### config.mk
export PLATFORM = sky130hd
export DESIGN_NAME = seq_mul_ctrl
export DESIGN_NICKNAME = d
export VERILOG_FILES = /design/src/rtl/seq_mul_ctrl_pkg.sv /design/src/rtl/seq_mul_ctrl_adder.sv /design/src/rtl/seq_mul_ctrl.sv
export SDC_FILE = /design/constraint.sdc
export NUM_CORES = 1
export LEC_CHECK = 0
export CORE_MARGIN = 8
export CORE_UTILIZATION = 51
export CTS_CLUSTER_DIAMETER = 60
export CTS_CLUSTER_SIZE = 14
export DETAILED_ROUTE_END_ITERATION = 7
export PLACE_DENSITY = 0.81
export SYNTH_ARGS = -nofsm -noshare
export SYNTH_HDL_FRONTEND = slang
export SYNTH_SLANG_ARGS = --single-unit
### constraint.sdc
create_clock -name clk -period 3.5 [get_ports clk]
set_input_delay 0.7 -clock clk [delete_from_list [all_inputs] [get_ports clk]]
set_output_delay 0.7 -clock clk [all_outputs]
set_load 0.01 [all_outputs]
### src/rtl/seq_mul_ctrl_pkg.sv
// Package mul_pkg: shared types for the sequential shift-and-add multiplier.
//   mul_state_t : controller FSM states (IDLE, RUN, DONE).
package mul_pkg;

  typedef enum logic [1:0] {
    IDLE = 2'd0,
    RUN  = 2'd1,
    DONE = 2'd2
  } mul_state_t;

endpackage

### src/rtl/seq_mul_ctrl_adder.sv
// adder: plain unsigned W-bit adder, shared by the multiplier across iterations.
//   a, b : W-bit addends
//   sum  : W-bit sum (caller sizes W so no carry is dropped)
module adder #(
  parameter int unsigned W = 33
) (
  input  logic [W-1:0] a,
  input  logic [W-1:0] b,
  output logic [W-1:0] sum
);

  assign sum = a + b;

endmodule

### src/rtl/seq_mul_ctrl.sv
// seq_mul_ctrl: multi-cycle unsigned shift-and-add multiplier controller.
// One WIDTH+1 bit adder is reused over WIDTH iterations; product = {hi,lo}.
//   clk, reset         : clock, synchronous active-high reset
//   flush              : abort any operation, return to IDLE
//   in_valid/in_ready  : operand handshake (a = multiplicand, b = multiplier)
//   out_valid/out_ready: product handshake, product held under back-pressure
//   product            : 2*WIDTH-bit result {hi,lo}
//   busy               : high while running or holding a result
module seq_mul_ctrl
  import mul_pkg::*;
#(
  parameter int unsigned WIDTH = 32
) (
  input  logic                 clk,
  input  logic                 reset,
  input  logic                 flush,
  input  logic                 in_valid,
  output logic                 in_ready,
  input  logic [WIDTH-1:0]     a,
  input  logic [WIDTH-1:0]     b,
  output logic                 out_valid,
  input  logic                 out_ready,
  output logic [2*WIDTH-1:0]   product,
  output logic                 busy
);

  localparam int unsigned    CW   = $clog2(WIDTH);
  localparam logic [CW-1:0]  LAST = CW'(WIDTH - 1);

  mul_state_t        state;
  mul_state_t        state_next;
  logic [CW-1:0]     count;
  logic [WIDTH-1:0]  hi;
  logic [WIDTH-1:0]  lo;
  logic [WIDTH-1:0]  mcand;
  logic [WIDTH:0]    addend;
  logic [WIDTH:0]    sum;
  logic              accept;

  adder #(.W(WIDTH + 1)) u_adder (
    .a   ({1'b0, hi}),
    .b   (addend),
    .sum (sum)
  );

  always_comb begin
    addend     = lo[0] ? {1'b0, mcand} : '0;
    accept     = (state == IDLE) && in_valid && !flush;
    state_next = state;
    unique case (state)
      IDLE:    if (accept)        state_next = RUN;
      RUN:     if (count == LAST) state_next = DONE;
      DONE:    if (out_ready)     state_next = IDLE;
      default:                    state_next = IDLE;
    endcase
    // flush outranks every handshake, including a pending out_ready in DONE
    if (flush) state_next = IDLE;

    in_ready  = (state == IDLE) && !flush;
    out_valid = (state == DONE);
    busy      = (state == RUN) || (state == DONE);
    product   = {hi, lo};
  end

  always_ff @(posedge clk) begin
    if (reset) begin
      state <= IDLE;
      count <= '0;
      hi    <= '0;
      lo    <= '0;
      mcand <= '0;
    end else begin
      state <= state_next;
      if (flush) begin
        // hi/lo deliberately retained; they are simply never presented
        count <= '0;
      end else if (accept) begin
        mcand <= a;
        lo    <= b;
        hi    <= '0;
        count <= '0;
      end else if (state == RUN) begin
        // {sum, lo} >> 1: the adder carry lands in the hi MSB
        hi    <= sum[WIDTH:1];
        lo    <= {sum[0], lo[WIDTH-1:1]};
        count <= count + 1'b1;
      end
    end
  end

endmodule
==> summary.md <==
| Metric | Value |
|---|---|
| Hold Startpoint | mcand[26] |
| Fillers | 969 |
| First-pass GRT wire length | 27300 µm |
| Area Overhead vs Synth | 28.3% |
| GRT Total Usage | 0.221 |
| Slew HR | 0.503 |
| Most used flip-flop cell after synthesis | dfxtp_1 |
| Buffers added on ports | 135 |
| Minimum clock period | 3.06 ns |
| Placement Rows | 39 |
| Register area share after synthesis | 0.350 |
| Synthesized area | 5880 µm² |
| TritonRoute pass-1 iters | 6 |
| I/O pin count | 136 |
| GPL Wtd Cong | 0.906 |
| Post-CTS sizing | 0 |
| Total Wirelength | 17000 µm |
| Total placed cells including tap cells | 995 |
| Worst Hold Margin | 0.453 ns |
| Async set or reset register ratio after synthesis | 0 |
| Ranking of synthesized cells by area | dfxtp_1 (35%), nand2_1 (11%), ha_1 (8.1%) |
| # diodes | 0 |
| Hold-fix buffers, CTS | 0 |
| Core ar. | 11300 µm² |
| Die Height | 123 µm |
| Yosys Warn Count | 0 |
| TritonCTS clock tree | yes |
| Final setup violation count | 0 |
| Crit path kind | reg2reg |
| Max Slew Vio Count | 0 |
| Comb power frac | 0.114 |
| CP required | 3.79 ns |
| Clock Path Buffers | 2 |
| HP Class | reg2reg |
| Post-DP Area | 7250 µm² |
| Die Area | 15200 µm² |
| Max IR drop VDD | 435 µV |
| DRC Markers | 0 |
| Worst Max-Slew Pin Slew | 0.742 ns |
| Critical Path End Type | flop |
| Max-cap violation count | 0 |
| H-tree depth | 3 |
| Cell area power density | 337 nW/µm² |
| Starting DRT DRC Count | 323 |
| Largest net degree at the start of global routing | 57 |
| Initial antenna violation count | 0 |
| Post-synth top area cell | dfxtp_1 |
| Clk sinks | 103 |
| CTS clk-pin slew, worst paths | 0.07 ns |
| #FFs+latches synth | 103 |
| Syn Nets | 864 |
| Grt ovf | 0 |
| CTS Root Cell | clkbuf_16 |
| Clk pwr share | 0.400 |
| Setup Fix Bufs, Post-CTS | 0 |
| Post-Route Setup TNS | 0 ns |
| Final cell count without fillers | 1011 |
| DP HPWL | 12900 µm |
| Share of layout cells above drive strength 1 | 0.0541 |
| Max Clock Skew | 0.0127 ns |
| Yosys top cell area share | 0.350 |
| Detail Route Antenna Nets | 0 |
| Synth cell types | 61 |
| Net switching power | 652 µW |
| Final core occ | 0.667 |
| Fmax | 327 MHz |
| Lkg Pwr | 2.83 nW |
| Design Area, Final | 7550 µm² |
| Worst Path Max Fanout | 5 |
| Synthesized netlist cell count | 756 |
| Final hold violation count | 0 |
| P_int | 1.89 mW |
| RR Startpoint | lo[0] |
| Skew-Pair Late Insertion Delay | 0.36 ns |
| Commonest non-fill, non-tap cell in the layout | nand2_1 |
| Vias in the first global route | 5547 |
| Vias | 5811 |
| Routed WL per cell | 16.8 µm |
| Status | finished, final reports clean |
| Average cell area after synthesis | 7.78 µm² |
| Reg power frac | 0.486 |
| NumNets Final | 971 |
| EDFF count, synth | 0 |
| RSZ-0062 raised after global routing | no |
| Period utilization | 0.874 |
| Most frequent cells in the layout | nand2_1 (172), clkdlybuf4s50_1 (134), dfxtp_1 (103), a21oi_1 (68), nand3_1 (41) |
| Critical path startpoint category | flop |
| Initial Util | 0.520 |
| CTS buffer count | 9 |
| Critical path origin | lo[0] |
| Die Wd | 123 µm |
| Critical path arrival | 3.35 ns |
| Number of vias per cell | 5.75 |
| Switch share | 0.256 |
## layout make-up
type | count | area (µm²) | share of cell area
Tap cell | 143 | 179 | 0.0237
Clock inverter | 5 | 46.3 | 0.00613
Multi-Input combinational cell | 587 | 3510 | 0.465
Inverter | 14 | 52.6 | 0.00696
Sequential cell | 103 | 2060 | 0.273
Clock buffer | 11 | 253 | 0.0335
Timing Repair Buffer | 148 | 1440 | 0.191
## kinds of logic (layout without fill, tap and decap cells)
logic type,after synthesis,count (layout),share of synthesized area
AND/OR/NAND/NOR,319,319,0.247
AO/OA/AOI/OAI,198,198,0.217
flip-flops,103,103,0.350
buffers and inverters,66,178,0.0540
adder cells (fa/ha/maj),39,39,0.0842
XOR/XNOR,26,26,0.0387
multiplexers,5,5,0.00851
## registers in the layout, summed over array words and instances, names as in the netlist
register / cells
count: 5
hi: 32
mcand: 32
state: 2
lo: 32
## per-layer routing
layer | wire length, µm | GRT usage | vias to the layer above
met2 | 8000 | 0.358 | 200
li1 | - | - | 2868
met5 | 0 | 0 | -
met4 | 335 | 0.0783 | 0
met1 | 7250 | 0.267 | 2716
met3 | 1440 | 0.0776 | 27
## worst paths after layout
path,endpoint,slack (ns),cells past startpoint
max reg2reg,hi[25],0.44,10
max,hi[25],0.44,10
min,mcand[26],0.45,2
min reg2reg,mcand[26],0.45,2
## through the flow
step | total power, mW | setup slack [ns]
CTS | 2.56 | 0.456
finish | 2.54 | 0.440
floorplan | 1.39 | 0.708
detailed placement | 1.55 | 0.487
global placement | 1.54 | 0.538
global route | 2.64 | 0.256
## synthesized netlist by cell type (9+ instances only)
cell	instances
a21oi_1	68
a22oi_1	11
a31oi_1	37
and2_1	35
clkbuf_1	34
dfxtp_1	103
ha_1	38
inv_1	14
nand2_1	173
nand3_1	41
nand4_1	9
nor2_1	29
o21ai_0	34
xnor2_1	11
xor2_1	15
## critical path, cell delays in order (launching register included)
cell	delay, ns
dfxtp_1	0.33
and2_1	0.16
ha_1	0.21
fa_1	0.40
a21o_1	0.22
a221oi_2	0.39
a221oi_1	0.22
a21oi_2	0.26
o211a_1	0.26
or4b_1	0.45
nand3_1	0.09
## power groups by stage
stage	Sequential (mW)	Combinational, mW	Clock, mW
global route	1.24	0.314	1.08
finish	1.23	0.290	1.02
global placement	1.26	0.284	0
CTS	1.23	0.291	1.04
floorplan	1.26	0.126	0
detailed placement	1.26	0.291	0
Power figures use the tool's default switching activity.
